<file path="config.mk">
export PLATFORM = sky130hd
export DESIGN_NAME = uart_tx_fifo
export DESIGN_NICKNAME = d
export VERILOG_FILES = /design/src/rtl/uart_tx_fifo_pkg.sv /design/src/rtl/uart_tx_fifo_mem.sv /design/src/rtl/uart_tx_fifo.sv
export SDC_FILE = /design/constraint.sdc
export NUM_CORES = 1
export LEC_CHECK = 0
export BUFFER_PORTS_ARGS = -buffer_cell sky130_fd_sc_hd__buf_2
export CORE_ASPECT_RATIO = 1.1
export CORE_MARGIN = 10
export CORE_UTILIZATION = 55
export CTS_CLUSTER_DIAMETER = 100
export DETAILED_ROUTE_END_ITERATION = 8
export PLACE_DENSITY_LB_ADDON = 0.15
export RECOVER_POWER = 100
export SYNTH_ARGS = -nofsm -noshare
export SYNTH_HDL_FRONTEND = slang
export SYNTH_SLANG_ARGS = --single-unit
</file>
<file path="constraint.sdc">
create_clock -name CLK -period 5.26 [get_ports CLK]
set_input_delay 0.526 -clock CLK [delete_from_list [all_inputs] [get_ports CLK]]
set_output_delay 0.526 -clock CLK [all_outputs]
set_load 0.1 [all_outputs]
</file>
<file path="src/rtl/uart_tx_fifo_pkg.sv">
// rtl/uart_tx_fifo_pkg.sv - shared constants and FSM state type for the uart_tx byte FIFO
//
// Purpose: state encoding of the send sequencer, ASCII constants used by the
// optional CR/LF expansion, and the uart_tx busy-handshake timeout.
// Ports: none (package).

package uart_tx_fifo_pkg;

  typedef enum logic [1:0] {
    IDLE    = 2'd0,
    SEND    = 2'd1,
    WAIT_HI = 2'd2,
    WAIT_LO = 2'd3
  } tx_fifo_state_t;

  localparam logic [7:0] ASCII_CR = 8'h0D;
  localparam logic [7:0] ASCII_LF = 8'h0A;

  // Cycles spent in WAIT_HI without seeing tx_busy before the byte is
  // considered sent (uart_tx may have missed or already finished it).
  localparam int TX_BUSY_TIMEOUT = 4;

endpackage

</file>
<file path="src/rtl/uart_tx_fifo_mem.sv">
// rtl/uart_tx_fifo_mem.sv - simple dual-port RAM, synchronous write, asynchronous read
//
// Purpose: storage array for the uart_tx byte FIFO.
// Ports:
//   clk    in   write clock
//   we     in   write enable
//   waddr  in   write address
//   wdata  in   write data
//   raddr  in   read address
//   rdata  out  read data (combinational from raddr)

module uart_fifo_mem #(
  parameter int DATA_WIDTH = 8,
  parameter int DEPTH_LOG2 = 4
) (
  input  logic                  clk,
  input  logic                  we,
  input  logic [DEPTH_LOG2-1:0] waddr,
  input  logic [DATA_WIDTH-1:0] wdata,
  input  logic [DEPTH_LOG2-1:0] raddr,
  output logic [DATA_WIDTH-1:0] rdata
);

  logic [DATA_WIDTH-1:0] mem [2**DEPTH_LOG2];

  always_ff @(posedge clk) begin
    if (we) begin
      mem[waddr] <= wdata;
    end
  end

  assign rdata = mem[raddr];

endmodule

</file>
<file path="src/rtl/uart_tx_fifo.sv">
// rtl/uart_tx_fifo.sv - byte FIFO with send sequencer feeding uart_tx
//
// Purpose: buffers bytes from producers and drains them one at a time into
// uart_tx using its send/busy handshake, so no byte is lost while uart_tx
// is busy.
// Build option: UART_TX_FIFO_CRLF_EN - when defined, a written LF (8'h0A)
// is stored as CR then LF over two consecutive cycles.
// Ports:
//   CLK       in   system clock
//   RST       in   asynchronous reset, active-high
//   wr_data   in   byte to enqueue
//   wr_en     in   enqueue strobe, one byte per high cycle
//   full      out  no free entry
//   empty     out  no stored entry
//   count     out  stored entries, 0..2**DEPTH_LOG2
//   overflow  out  sticky dropped-write flag, cleared only by RST
//   tx_byte   out  byte presented to uart_tx
//   tx_send   out  one-cycle send strobe to uart_tx
//   tx_busy   in   busy from uart_tx

module uart_tx_fifo
  import uart_tx_fifo_pkg::*;
#(
  parameter int DATA_WIDTH = 8,
  parameter int DEPTH_LOG2 = 4
) (
  input  logic                  CLK,
  input  logic                  RST,
  input  logic [DATA_WIDTH-1:0] wr_data,
  input  logic                  wr_en,
  output logic                  full,
  output logic                  empty,
  output logic [DEPTH_LOG2:0]   count,
  output logic                  overflow,
  output logic [DATA_WIDTH-1:0] tx_byte,
  output logic                  tx_send,
  input  logic                  tx_busy
);

  localparam int PW    = DEPTH_LOG2 + 1;
  localparam int DEPTH = 1 << DEPTH_LOG2;
  localparam int TW    = $clog2(TX_BUSY_TIMEOUT);

  logic [PW-1:0]         wptr;
  logic [PW-1:0]         rptr;
  logic                  mem_we;
  logic [DATA_WIDTH-1:0] mem_wdata;
  logic [DATA_WIDTH-1:0] mem_rdata;
  logic                  drop;
  logic                  pop;
  logic [TW-1:0]         hi_cnt;

  tx_fifo_state_t state;
  tx_fifo_state_t state_nxt;

  uart_fifo_mem #(
    .DATA_WIDTH (DATA_WIDTH),
    .DEPTH_LOG2 (DEPTH_LOG2)
  ) u_mem (
    .clk   (CLK),
    .we    (mem_we),
    .waddr (wptr[DEPTH_LOG2-1:0]),
    .wdata (mem_wdata),
    .raddr (rptr[DEPTH_LOG2-1:0]),
    .rdata (mem_rdata)
  );

  // Pointers carry one wrap bit so full and empty are distinguishable.
  assign empty = (wptr == rptr);
  assign full  = (wptr[PW-1] != rptr[PW-1]) &&
                 (wptr[PW-2:0] == rptr[PW-2:0]);
  assign count = wptr - rptr;

  // Write path. A write while full is still accepted when a pop happens on
  // the same edge: the slot being written is the one being read out, and the
  // read is combinational, so the popped byte is captured before it is
  // overwritten.
`ifdef UART_TX_FIFO_CRLF_EN
  logic lf_pending;

  always_comb begin
    mem_we    = 1'b0;
    mem_wdata = wr_data;
    drop      = 1'b0;
    if (lf_pending) begin
      // Second half of a CR/LF pair; its slot was reserved last cycle.
      mem_we    = 1'b1;
      mem_wdata = DATA_WIDTH'(ASCII_LF);
      drop      = wr_en;
    end else if (wr_en && (wr_data == DATA_WIDTH'(ASCII_LF))) begin
      if (count <= PW'(DEPTH - 2)) begin
        mem_we    = 1'b1;
        mem_wdata = DATA_WIDTH'(ASCII_CR);
      end else begin
        drop = 1'b1;
      end
    end else if (wr_en) begin
      if (!full || pop) begin
        mem_we = 1'b1;
      end else begin
        drop = 1'b1;
      end
    end
  end

  always_ff @(posedge CLK or posedge RST) begin
    if (RST) begin
      lf_pending <= 1'b0;
    end else begin
      lf_pending <= !lf_pending && wr_en &&
                    (wr_data == DATA_WIDTH'(ASCII_LF)) &&
                    (count <= PW'(DEPTH - 2));
    end
  end
`else
  always_comb begin
    mem_we    = 1'b0;
    mem_wdata = wr_data;
    drop      = 1'b0;
    if (wr_en) begin
      if (!full || pop) begin
        mem_we = 1'b1;
      end else begin
        drop = 1'b1;
      end
    end
  end
`endif

  // Send sequencer: state register.
  always_ff @(posedge CLK or posedge RST) begin
    if (RST) begin
      state <= IDLE;
    end else begin
      state <= state_nxt;
    end
  end

  // Send sequencer: next state and outputs.
  always_comb begin
    state_nxt = state;
    pop       = 1'b0;
    tx_send   = 1'b0;
    case (state)
      IDLE: begin
        // tx_busy here means another sender owns uart_tx; hold off.
        if (!empty && !tx_busy) begin
          pop       = 1'b1;
          state_nxt = SEND;
        end
      end
      SEND: begin
        tx_send   = 1'b1;
        state_nxt = WAIT_HI;
      end
      WAIT_HI: begin
        if (tx_busy) begin
          state_nxt = WAIT_LO;
        end else if (hi_cnt == TW'(TX_BUSY_TIMEOUT - 1)) begin
          state_nxt = IDLE;
        end
      end
      WAIT_LO: begin
        if (!tx_busy) begin
          state_nxt = IDLE;
        end
      end
      default: state_nxt = IDLE;
    endcase
  end

  // Pointers, timeout counter, output byte and sticky overflow.
  always_ff @(posedge CLK or posedge RST) begin
    if (RST) begin
      wptr     <= '0;
      rptr     <= '0;
      hi_cnt   <= '0;
      tx_byte  <= '0;
      overflow <= 1'b0;
    end else begin
      if (mem_we) begin
        wptr <= wptr + PW'(1);
      end
      if (pop) begin
        rptr    <= rptr + PW'(1);
        tx_byte <= mem_rdata;
      end
      if (state == WAIT_HI) begin
        hi_cnt <= hi_cnt + TW'(1);
      end else begin
        hi_cnt <= '0;
      end
      if (drop) begin
        overflow <= 1'b1;
      end
    end
  end

endmodule

</file>
# After elaboration in Yosys (flattened, before gate mapping)
# Memory sizes are Yosys's and may differ from the RTL's. A register that Yosys moved wholly into a read port is not among the register bits.
# Index checks and enable logic that the tools add are counted.
[totals]
ramBits = 128
in_bits = 12
reg_bits = 15
output_inout_bits = 17
word_cells = 43
memories = 1
[memory_table]
columns = ["name", "words", "word_bits", "rd", "rd_clocked_by_memory_dff", "write_ports", "line_no", "rtl"]
rows = [
  ["u_mem.mem", 16, 8, 1, 1, 1, "uart_tx_fifo_mem.sv:24", "logic [DATA_WIDTH-1:0] mem [2**DEPTH_LOG2];"],
]
[op_classes]
n_addsub = 4
eq_ne = 10
muxes = 15
n_reduce_logical = 8
[op_table]
columns = ["operator", "n"]
rows = [
  ["$add 5x1->5 const B", 2],
  ["$mux 2", 5],
  ["$mux 1", 9],
  ["$pmux 2 s4", 1],
  ["$eq 2x2->1 const B", 3],
  ["$eq 5x5->1", 1],
  ["$sub 5x5->5", 1],
  ["$eq 4x4->1", 1],
  ["$ne 2x2->1 const B", 2],
  ["$logic_not 1->1", 3],
  ["$ne 3x3->1 const B", 1],
  ["$reduce_and 3->1", 1],
  ["$add 2x1->2 const B", 1],
  ["$eq 2x1->1 const B", 1],
  ["$logic_and 1x1->1", 2],
  ["$logic_not 2->1", 1],
  ["$logic_or 1x1->1", 1],
  ["$ne 1x1->1", 1],
]

# Longest topological paths before layout
[logic_depth]
word_depth = 10
ltp_mapped = 9
depth_no_buf = 7

# By module
# Synthesis repeated with hierarchy kept, for this count alone.
[hier_totals]
hier_cells = 331
area_unflattened_um2 = 6135.9
[modules_own_cells]
columns = ["mod", "seq_area_each_um2", "cells_each", "area_per_inst_um2", "n_inst"]
rows = [
  ["uart_fifo_mem", 3843.7, 221, 4987.3, 1],
  ["uart_tx_fifo", 575.6, 110, 1148.6, 1],
]

# Least setup slack after synthesis
# OpenSTA, ideal clock, no wires.
[synth_path]
kind = "register -> output"
from = "reg rptr[1]"
to = "out count[3]"
path_buffers = 2
t_required_ps = 4734
setup_slack_ps = 1821
arrival_time_ps = 2913
path_stages_with_launch = 8
cell_sequence = "dfrtp_1 > buf_4 > buf_4 > inv_1 > ha_1 > a21o_1 > a21oi_1 > xnor2_1"
[synth_between]
elab_chain_cells = 1
[synth_lines]
columns = ["element", "line_no", "rtl"]
rows = [
  ["start, declared", "uart_tx_fifo.sv:45", "logic [PW-1:0] rptr;"],
  ["start signal, assigned", "uart_tx_fifo.sv:185", "rptr <= rptr + PW'(1);"],
  ["$sub 5x5->5", "uart_tx_fifo.sv:72", "assign count = wptr - rptr;"],
  ["end, declared", "uart_tx_fifo.sv:33", "output logic [DEPTH_LOG2:0] count,"],
]
# Every way passes these cells.

# Final worst setup path
[layout_path]
from = "reg rptr[0]"
to = "out count[4]"
# Same word-level chain as after synthesis.

==> impl_metrics.py <==
metrics = {
    "status": {
        "status": "complete, no violations",
    },
    "setup_path": {
        "cpPeakStageDelay_ps": 1060,
        "start_kind": "register",
        "cp_num_buf_inv": 2,
        "r2r_start": "rptr[0]",
        "crit_start": "rptr[0]",
        "worst_r2r_path_depth": 5,
        "worst-r2r-setup-slack_ps": 1780,
        "crit_family": "flip-flops",
        "worst_path_max_delay_cell": "dfrtp_1",
        "worst-path-max-fanout": 24,
        "r2r_end": "u_mem.mem[3][1]",
        "arrival_ps": 3430,
        "path_class": "reg2out",
        "crit_required_ps": 4730,
        "path_cells": "ha_1 > fa_1 > inv_1 > a21o_1 > a21oi_1 > xnor2_1 > clkbuf_1",
        "end_kind": "output pin",
    },
    "finish": {
        "layout_common_cells": "128 x edfxtp_1, 48 x mux2i_1, 31 x nor2_1",
        "nNetsFinal": 427,
        "final_common_cell": "edfxtp_1",
        "antenna_cells": 0,
        "area_growth_pct": 12.8,
        "drive_gt1_share_pct": 10.8,
    },
    "cts": {
        "clock_insertion_delay_worst_skew_ps": 420,
        "tritoncts": "yes",
        "postCtsSetupBuffers": 0,
        "hold_buffers": 0,
        "ctsResizeCount": 0,
        "cts_max_path_buffers": 2,
        "clkTransAtPathRegs_ps": 60,
        "clockRootBuffer": "clkbuf_16",
        "htreeDepth": 4,
        "cts.sink_count": 151,
        "cts_inserted_buffers": 17,
    },
    "timing": {
        "period_needed_ps": 3960,
        "finClkSkew_ps": 5.90,
        "max-slew-margin-rel_pct": 20.7,
        "final-setup-viol-count": 0,
        "finalCritPeriodShare_pct": 75.2,
        "rsz0062_at_grt": "no",
        "hold_viol": 0,
        "tightest_slew_ps": 1190,
        "finalSetupTns_ps": 0,
        "maxSlewViolCount": 0,
        "max_freq_mhz": 253,
    },
    "global_route": {
        "antenna_found_initial": 0,
        "grt_pass1_wl_um": 18700,
        "grt_usage_pct": 16.2,
        "grt_max_degree": 33,
        "grt_overflow": 0,
        "grt_pass1_vias": 3266,
    },
    "place": {
        "place.gp.congestion": 0.835,
        "dp_hpwl_um": 7970,
        "place.port_buffers": 28,
    },
    "synth": {
        "synth-seq-area-share_pct": 72.0,
        "yosysWarnings": 0,
        "avgSynthCellArea_um2": 16.5,
        "synth-edff-count": 128,
        "ys_types": 37,
        "ys.flop_type": "edfxtp_1",
        "async_reset_ff_share_pct": 15.2,
        "netlist_instances": 373,
        "syn-num-nets": 396,
        "syn_area_um2": 6140,
        "synth_seq_cells": 151,
    },
    "routing": {
        "routed_wl_um": 12000,
        "vias": 3202,
        "drtIter0Drc": 253,
        "wl_per_cell_um": 21.3,
        "via_per_inst": 5.68,
        "drtAntennaViolNets": 0,
        "drtPass1Iterations": 4,
        "drc": 0,
    },
    "floorplan": {
        "fp.dieW_um": 121,
        "dieHeight_um": 131,
        "io_pins": 29,
        "core_region_area_um2": 10900,
        "std_cell_rows": 40,
        "die_area_um2": 15800,
        "start_util_pct": 56.3,
    },
    "min_path": {
        "hp-class": "in2async",
    },
    "run": {
        "max_cap_viol_count": 0,
    },
}
==> kinds of logic after synthesis <==
logic type / share of synthesized area (%)
AOI/OAI and AO/OA: 5.40
DFF: 72.0
buffers and inverters: 2.71
and+or+nand+nor: 4.93
muxes: 10.8
xor gates and xnor gates: 1.85
adders and majority gates: 2.36
==> cell type report <==
| class | count | area [µm²] |
|---|---|---|
| Clock buffer | 17 | 425 |
| Clock inverter | 15 | 185 |
| Fill cell | 841 | 3990 |
| Inverter | 12 | 45.0 |
| Multi-Input combinational cell | 192 | 1540 |
| Sequential cell | 151 | 4420 |
| Tap cell | 147 | 184 |
| Timing Repair Buffer | 30 | 124 |
==> cells in the mapped netlist (2+ instances only) <==
library cell    n  area, µm²
nand2_1         8       30.0
xnor2_1        12        105
dfrtp_1        23        576
nor2_1         31        116
o21ai_0         9       45.0
mux4_2          8        180
buf_4           7       52.6
nand2b_1        3       18.8
mux2i_1        48        480
nor3_1          5       25.0
a31oi_1         8       50.1
nand3b_1        2       15.0
buf_6           3       33.8
o21ai_1         2       10.0
edfxtp_1      128       3840
a221oi_1        8       70.1
inv_1          12       45.0
o22ai_1        16        100
ha_1           10        125
nand4_1         3       18.8
a21oi_1         2       10.0
nor2b_1         2       12.5
buf_1           3       11.3
buf_2           4       20.0
nand4_2         2       25.0
a21o_1          3       22.5
==> through the flow <==
stage,instances,cell area (µm²),util [%],hold WS [ps],setup WS [ps]
after floorplan,373,6140,-,414,1820
final,564,6920,63.5,311,1300
after global routing,564,6920,63.5,337,1050
after detailed placement,532,6360,58.3,437,1740
after CTS,564,6970,63.9,332,1680
after global placement,532,6360,58.3,427,1870
==> registers in the layout, summed over array words and instances (netlist names) <==
signal,cells
wptr,5
tx_byte,8
u_mem.mem,128
rptr,5
hi_cnt,2
overflow,1
state,2
==> routing by layer <==
| metal | up-vias | GRT usage (%) | part of all wire, % |
|---|---|---|---|
| met2 | 99 | 25.3 | 48 |
| met4 | 0 | 7.24 | 2.0 |
| li1 | 1495 | - | - |
| met5 | - | 0 | 0 |
| met3 | 17 | 4.72 | 6.3 |
| met1 | 1591 | 20.8 | 44 |
==> worst max-delay path by stage <==
| stage | end | cells past startpoint |
|---|---|---|
| after CTS | count[4] | 7 |
| after global placement | u_mem.mem[3][1] | 5 |
| final | count[4] | 7 |
| after detailed placement | u_mem.mem[0][6] | 5 |
| after floorplan | count[3] | 7 |
| after global routing | count[4] | 7 |
Power is left out: the tool's default activity adds up to more than one toggle a clock period on the data nets, which glitch-free logic cannot reach.
